==> config.mk <==
export PLATFORM = sky130hd
export DESIGN_NAME = bin2bcd_seq
export DESIGN_NICKNAME = d
export VERILOG_FILES = /design/src/rtl/bin2bcd_seq.sv
export SDC_FILE = /design/constraint.sdc
export NUM_CORES = 1
export LEC_CHECK = 0
export ABC_AREA = 1
export CAP_MARGIN = 20
export CORE_ASPECT_RATIO = 0.6
export CORE_MARGIN = 2
export CORE_UTILIZATION = 30
export DETAILED_ROUTE_END_ITERATION = 8
export PLACE_DENSITY_LB_ADDON = 0.05
export SLEW_MARGIN = 20
export SYNTH_ARGS = -nofsm -noshare
export SYNTH_HDL_FRONTEND = slang
export SYNTH_SLANG_ARGS = --single-unit
==> constraint.sdc <==
create_clock -name clk -period 3 [get_ports clk]
set_input_delay 0.45 -clock clk [delete_from_list [all_inputs] [get_ports clk]]
set_output_delay 0.45 -clock clk [all_outputs]
set_load 0.05 [all_outputs]
==> src/rtl/bin2bcd_seq.sv <==
// Sequential binary-to-BCD converter: shift-add-3, one input bit per clock,
// start/done handshake, optional two's-complement input, overflow flag.
module bin2bcd_seq #(
  parameter int unsigned WIDTH  = 16,
  parameter int unsigned DIGITS = 5,
  parameter bit          SIGNED = 1'b1
) (
  input  logic                  clk,
  input  logic                  rst_n,
  input  logic                  start,
  input  logic [WIDTH-1:0]      bin,
  output logic                  busy,
  output logic                  done,
  output logic [4*DIGITS-1:0]   bcd,
  output logic                  neg,
  output logic                  ovf
);

  localparam int unsigned AW = 4 * DIGITS;
  localparam int unsigned CW = $clog2(WIDTH + 1);

  typedef enum logic {
    IDLE  = 1'b0,
    SHIFT = 1'b1
  } state_t;

  state_t          state;
  logic [WIDTH-1:0] mag;
  logic [WIDTH-1:0] mag_in;
  logic [AW-1:0]    acc;
  logic [AW-1:0]    acc_adj;
  logic [AW-1:0]    acc_nxt;
  logic [CW-1:0]    cnt;
  logic             neg_r;
  logic             ovf_r;
  logic             ovf_nxt;
  logic             in_neg;

  // Input magnitude; unsigned negate keeps -2^(WIDTH-1) exact.
  always_comb begin
    in_neg = SIGNED & bin[WIDTH-1];
    mag_in = in_neg ? ((~bin) + WIDTH'(1)) : bin;
  end

  // Add-3 correction on every digit, then the one-bit shift of {acc,mag}.
  always_comb begin
    acc_adj = acc;
    for (int unsigned d = 0; d < DIGITS; d++) begin
      if (acc[4*d +: 4] >= 4'd5) begin
        acc_adj[4*d +: 4] = acc[4*d +: 4] + 4'd3;
      end
    end
    acc_nxt = {acc_adj[AW-2:0], mag[WIDTH-1]};
    // The bit leaving the top digit is a carry worth 10^DIGITS.
    ovf_nxt = ovf_r | acc_adj[AW-1];
  end

  // Control FSM and datapath registers; results published only on done.
  always_ff @(posedge clk or negedge rst_n) begin
    if (!rst_n) begin
      state <= IDLE;
      mag   <= '0;
      acc   <= '0;
      cnt   <= '0;
      neg_r <= 1'b0;
      ovf_r <= 1'b0;
      busy  <= 1'b0;
      done  <= 1'b0;
      bcd   <= '0;
      neg   <= 1'b0;
      ovf   <= 1'b0;
    end else begin
      done <= 1'b0;
      case (state)
        IDLE: begin
          if (start) begin
            mag   <= mag_in;
            neg_r <= in_neg;
            acc   <= '0;
            ovf_r <= 1'b0;
            cnt   <= '0;
            busy  <= 1'b1;
            state <= SHIFT;
          end
        end
        SHIFT: begin
          acc   <= acc_nxt;
          mag   <= {mag[WIDTH-2:0], 1'b0};
          ovf_r <= ovf_nxt;
          cnt   <= cnt + CW'(1);
          if (cnt == CW'(WIDTH - 1)) begin
            bcd   <= acc_nxt;
            neg   <= neg_r;
            ovf   <= ovf_nxt;
            done  <= 1'b1;
            busy  <= 1'b0;
            state <= IDLE;
          end
        end
        default: state <= IDLE;
      endcase
    end
  end

endmodule

After elaboration in Yosys (flattened, before gate mapping)
Cells that the tools add are included.
Word-level totals
  input bits: 19
  flip-flop bits (word level): 68
  output and inout port bits: 24
Cells by class
  $add $sub $neg: 7
  magnitude comparators: 5
  reduce and logical (&&, ||, !) cells: 3
  bitwise operators: 3
  mux-type cells: 22
  eq/ne operators: 3
Operators with widths (number)
  20-bit case mux with 2 select lines: 1
  16-bit 2-to-1 mux: 2
  16-bit case mux with 2 select lines: 1
  4-bit by 2-bit adder with 4-bit output (second input constant): 5
  4-bit by 3-bit >= comparator with 1-bit output (second input constant): 5
  20-bit 2-to-1 mux: 1
  4-bit 2-to-1 mux: 5
  16-bit by 1-bit adder with 16-bit output (second input constant): 1
  16-bit NOT: 1
  5-bit case mux with 2 select lines: 1
  1-bit 2-to-1 mux: 7
  1-bit case mux with 2 select lines: 3
  2-bit AND reduction: 3
  5-bit by 1-bit adder with 5-bit output (second input constant): 1
  5-bit by 4-bit equality test with 1-bit output (second input constant): 1
  5-bit 2-to-1 mux: 1
  2-bit by 1-bit inequality test with 1-bit output (second input constant): 1
  2-bit inequality test (second input constant): 1
  1-bit NOT: 1
  1-bit OR: 1

Logic depth before layout (Yosys ltp)
  depth in word-level cells: 5
  gate-level depth with buffers: 10
  gate-level depth less buffers: 10

Worst setup path before layout
Ideal clock, no wire load.
  path type: register -> register
  from: reg cnt[0]
  to: reg bcd[11]
  data required time: 2.872 ns
  slack: 1.571 ns
  buffers on the path: 1
  stages on the path, launching flop included: 7
  arrival: 1.301 ns
  cell sequence: dfrtp_1 ha_1 and3_1 ha_1 nand2_1 clkbuf_2 o21ai_0
On the way
  cells in the longest elaborated chain, start to end: 2
RTL lines
  from (decl): line 33  | logic [CW-1:0] cnt;
  from (signal assigned): line 90  | cnt <= cnt + CW'(1);
  5-bit by 4-bit equality test with 1-bit output: line 91  | if (cnt == CW'(WIDTH - 1)) begin
  2-bit AND reduction (no source line)
  to (signal assigned): line 92  | bcd <= acc_nxt;
  to (decl): line 14  | output logic [4*DIGITS-1:0] bcd,
No other way between the ends.
A chain may end at the register's enable or synchronous reset.

Worst setup path after layout
  from: reg neg
  to: out neg
RTL lines
  from (decl): line 15  | output logic neg,
  from (signal assigned): line 93  | neg <= neg_r;
No word-level cell between the ends.

==> reports/qor.yml <==
synth:
  yosysSeqAreaShare_pct: 49.0
  synth_top_cell_area_share_pct: 49.0
  yosysTopAreaCell: "dfrtp_1"
  synth.cell_area_sq_um: 3470
  synth_top_family_by_area: "simple AND/OR/NAND/NOR gates"
  syn_area_per_cell_sq_um: 8.64
  yosysWarnings: 0
  synthTopCellsByArea: "dfrtp_1, nand2_1, o21ai_0, ha_1, inv_1"
  synth-seq-cells: 68
  synth_compound_area_share_pct: 17.1
  synth_fp_nets: 434
  synth_xor_area_share_pct: 2.27
  syn_inst: 402
  synthAdderAreaFrac_pct: 4.68
  synth_mux_area_share_pct: 0
  synth_simple_gate_area_share_pct: 19.1
  synth_cell_types: 30
floorplan:
  core-area_sq_um: 11300
  initial_utilization_pct: 30.7
  dieWidth_um: 143
  io_pins: 43
  die_area_sq_um: 12500
  row_count: 30
  die_y_um: 87.3
detailed_routing:
  drtIter0Drc: 142
  vias_per_cell: 4.53
  vias: 2775
  routedWlPerCell_um: 13.2
  drc: 0
  wl_mm: 8.09
  first_pass_iters: 4
  drtAntennaViolNets: 0
cells_and_area:
  area_growth_pct: 24.9
  antennaDiodeCount: 0
  layout-drive-gt1-share_pct: 10.6
  final_cell_area_sq_um: 4340
  final_common_cell: "nand2_1"
  finalNonFillerCells: 612
  final_cell_mix: "nand2_1, dfrtp_1, inv_1"
  nNetsFinal: 479
critical_path:
  critical-path-top-delay-family: "buffers and inverters"
  endpoint_kind: "primary output"
  crit_chain: "clkdlybuf4s50_1"
  r2r-end: "acc[1]"
  path_buf_inv: 1
  regToRegSetupSlack_ps: 1120
  worst-path-max-fanout: 2
  worstPathArrival_ps: 1500
  crit_path_start_kind: "flip-flop"
  reg2reg_depth: 4
  slowest_delay_ps: 830
  path_class: "reg2out"
  required_ps: 2550
  reg2reg_from: "state"
  crit_slowest_cell: "clkdlybuf4s50_1"
power:
  combPwrFrac_pct: 46.9
  seq_power_share_pct: 32.9
  p_sw_share_pct: 42.3
  leakage_nw: 2.06
  power.density_nw_per_um2: 1120
  p_int_w: 0.00280
  p_sw_w: 0.00206
  power_frac_clock_pct: 20.3
  peakVddDrop_mv: 0.461
timing:
  timing.final.crit_share_pct: 65.0
  worst-slew-pin-transition_ps: 725
  setup-violations-final: 0
  max_freq_ghz: 0.513
  setup_tns_ps: 0
  hold_viol: 0
  period_needed_ps: 1950
  relSlewSlack_pct: 51.7
  hold_ws_ps: 152
  rsz0062_at_grt: "false"
  slew_viol_final: 0
  skew_ps: 5.93
clock_network:
  post_cts_resized: 0
  clk_pin_slew_ps: 50
  ctsHoldBuffers: 0
  clock_sinks: 68
  htree_levels: 3
  ctsRootBufferMaster: "clkbuf_16"
  cts_tree: "done"
  post-cts-setup-buffers: 0
  clock_path_buffers: 2
  insertion_delay_ps: 320
  numCtsBuffers: 9
global_routing:
  grt_pass1_vias: 2622
  grt_max_degree: 43
  grt_first_pass_wirelength_mm: 13.5
  grt_overflow: 0
  antenna_found_initial: 0
  grtUsageTotal_pct: 14.1
status:
  outcome: "finished clean"
hold_path:
  hold_path.class: "in2async"
place:
  dpl_cell_area_sq_um: 4060
  hpwl_mm: 5.86
  place_congestion: 0.780
  io_buffers: 42
  dp.cells: 596
flow_run:
  maxCapViolCount: 0
layer usage:
layer,share of wire [%],track usage (%),wire [um]
met1,54,21.5,4400
met2,40,18.8,3250
met3,4.4,4.07,355
met4,1.0,4.59,83
met5,0,0,0
cells in the mapped netlist:
| library cell | instances |
|---|---|
| a21boi_2 | 4 |
| a21oi_1 | 6 |
| a22o_1 | 1 |
| a22oi_1 | 15 |
| a31oi_1 | 1 |
| and3_1 | 1 |
| buf_2 | 9 |
| buf_4 | 2 |
| buf_6 | 3 |
| clkbuf_2 | 1 |
| dfrtp_1 | 68 |
| ha_1 | 13 |
| inv_1 | 43 |
| inv_2 | 3 |
| nand2_1 | 96 |
| nand2_2 | 4 |
| nand3_1 | 20 |
| nand4_1 | 2 |
| nor2_1 | 20 |
| nor2_2 | 2 |
| nor2_4 | 1 |
| o21ai_0 | 37 |
| o21ai_1 | 10 |
| o21ai_2 | 5 |
| o21bai_1 | 1 |
| o22ai_1 | 17 |
| or2_2 | 4 |
| or2_4 | 4 |
| xnor2_1 | 1 |
| xor2_1 | 8 |
cells by family (layout without fill, tap and decap cells):
family                     after synthesis  after routing
buffers and inverters                   61            111
xor gates and xnor gates                 9              9
adders and majority gates               13             13
AOI/OAI and AO/OA                       97             97
DFF                                     68             68
and+or+nand+nor                        154            154
worst register-to-register path, cell delays in order (launching register included):
cell and delay [ps]:
dfrtp_1 640, nor2_2 620, inv_1 90, buf_4 250, o22ai_1 200
cell type report:
cell class	count	area (sq um)
Fill cell	1168	6960
Sequential cell	68	1700
Multi-Input combinational cell	273	1500
Timing Repair Buffer	49	480
Clock buffer	15	278
Tap cell	160	200
Inverter	46	173
Clock inverter	1	5.00
power groups by stage:
stage / clock network [W] / registers [W] / logic [W]
CTS: 0.00102 / 0.00160 / 0.00230
global placement: 0 / 0.00161 / 0.00227
global route: 0.00107 / 0.00166 / 0.00253
floorplan: 0 / 0.00205 / 0.00118
finish: 0.000985 / 0.00160 / 0.00228
detailed placement: 0 / 0.00161 / 0.00229
registers in the layout, summed over array words and instances, names as in the netlist:
register	cells
neg	1
mag	16
neg_r	1
acc	20
ovf_r	1
ovf	1
state	1
busy	1
bcd	20
done	1
cnt	5
worst max-delay path by stage:
stage,slack (ps),start,depth (start not counted),endpoint
floorplan,1570,cnt[0],6,bcd[11]
global placement,1010,start,5,acc[5]
detailed placement,1010,start,7,mag[15]
CTS,1030,neg,1,neg
global route,930,cnt[0],8,bcd[12]
finish,1050,neg,1,neg
metrics by stage:
stage	utilization [%]	setup slack (ps)	total power, W
4_1_cts	38.4	1030	0.00492
3_3_place_gp	35.9	1010	0.00389
3_5_place_dp	35.9	1010	0.00390
6_report	38.4	1050	0.00486
2_1_floorplan	-	1570	0.00323
5_1_grt	38.4	932	0.00526
Power figures use the tool's default switching activity.
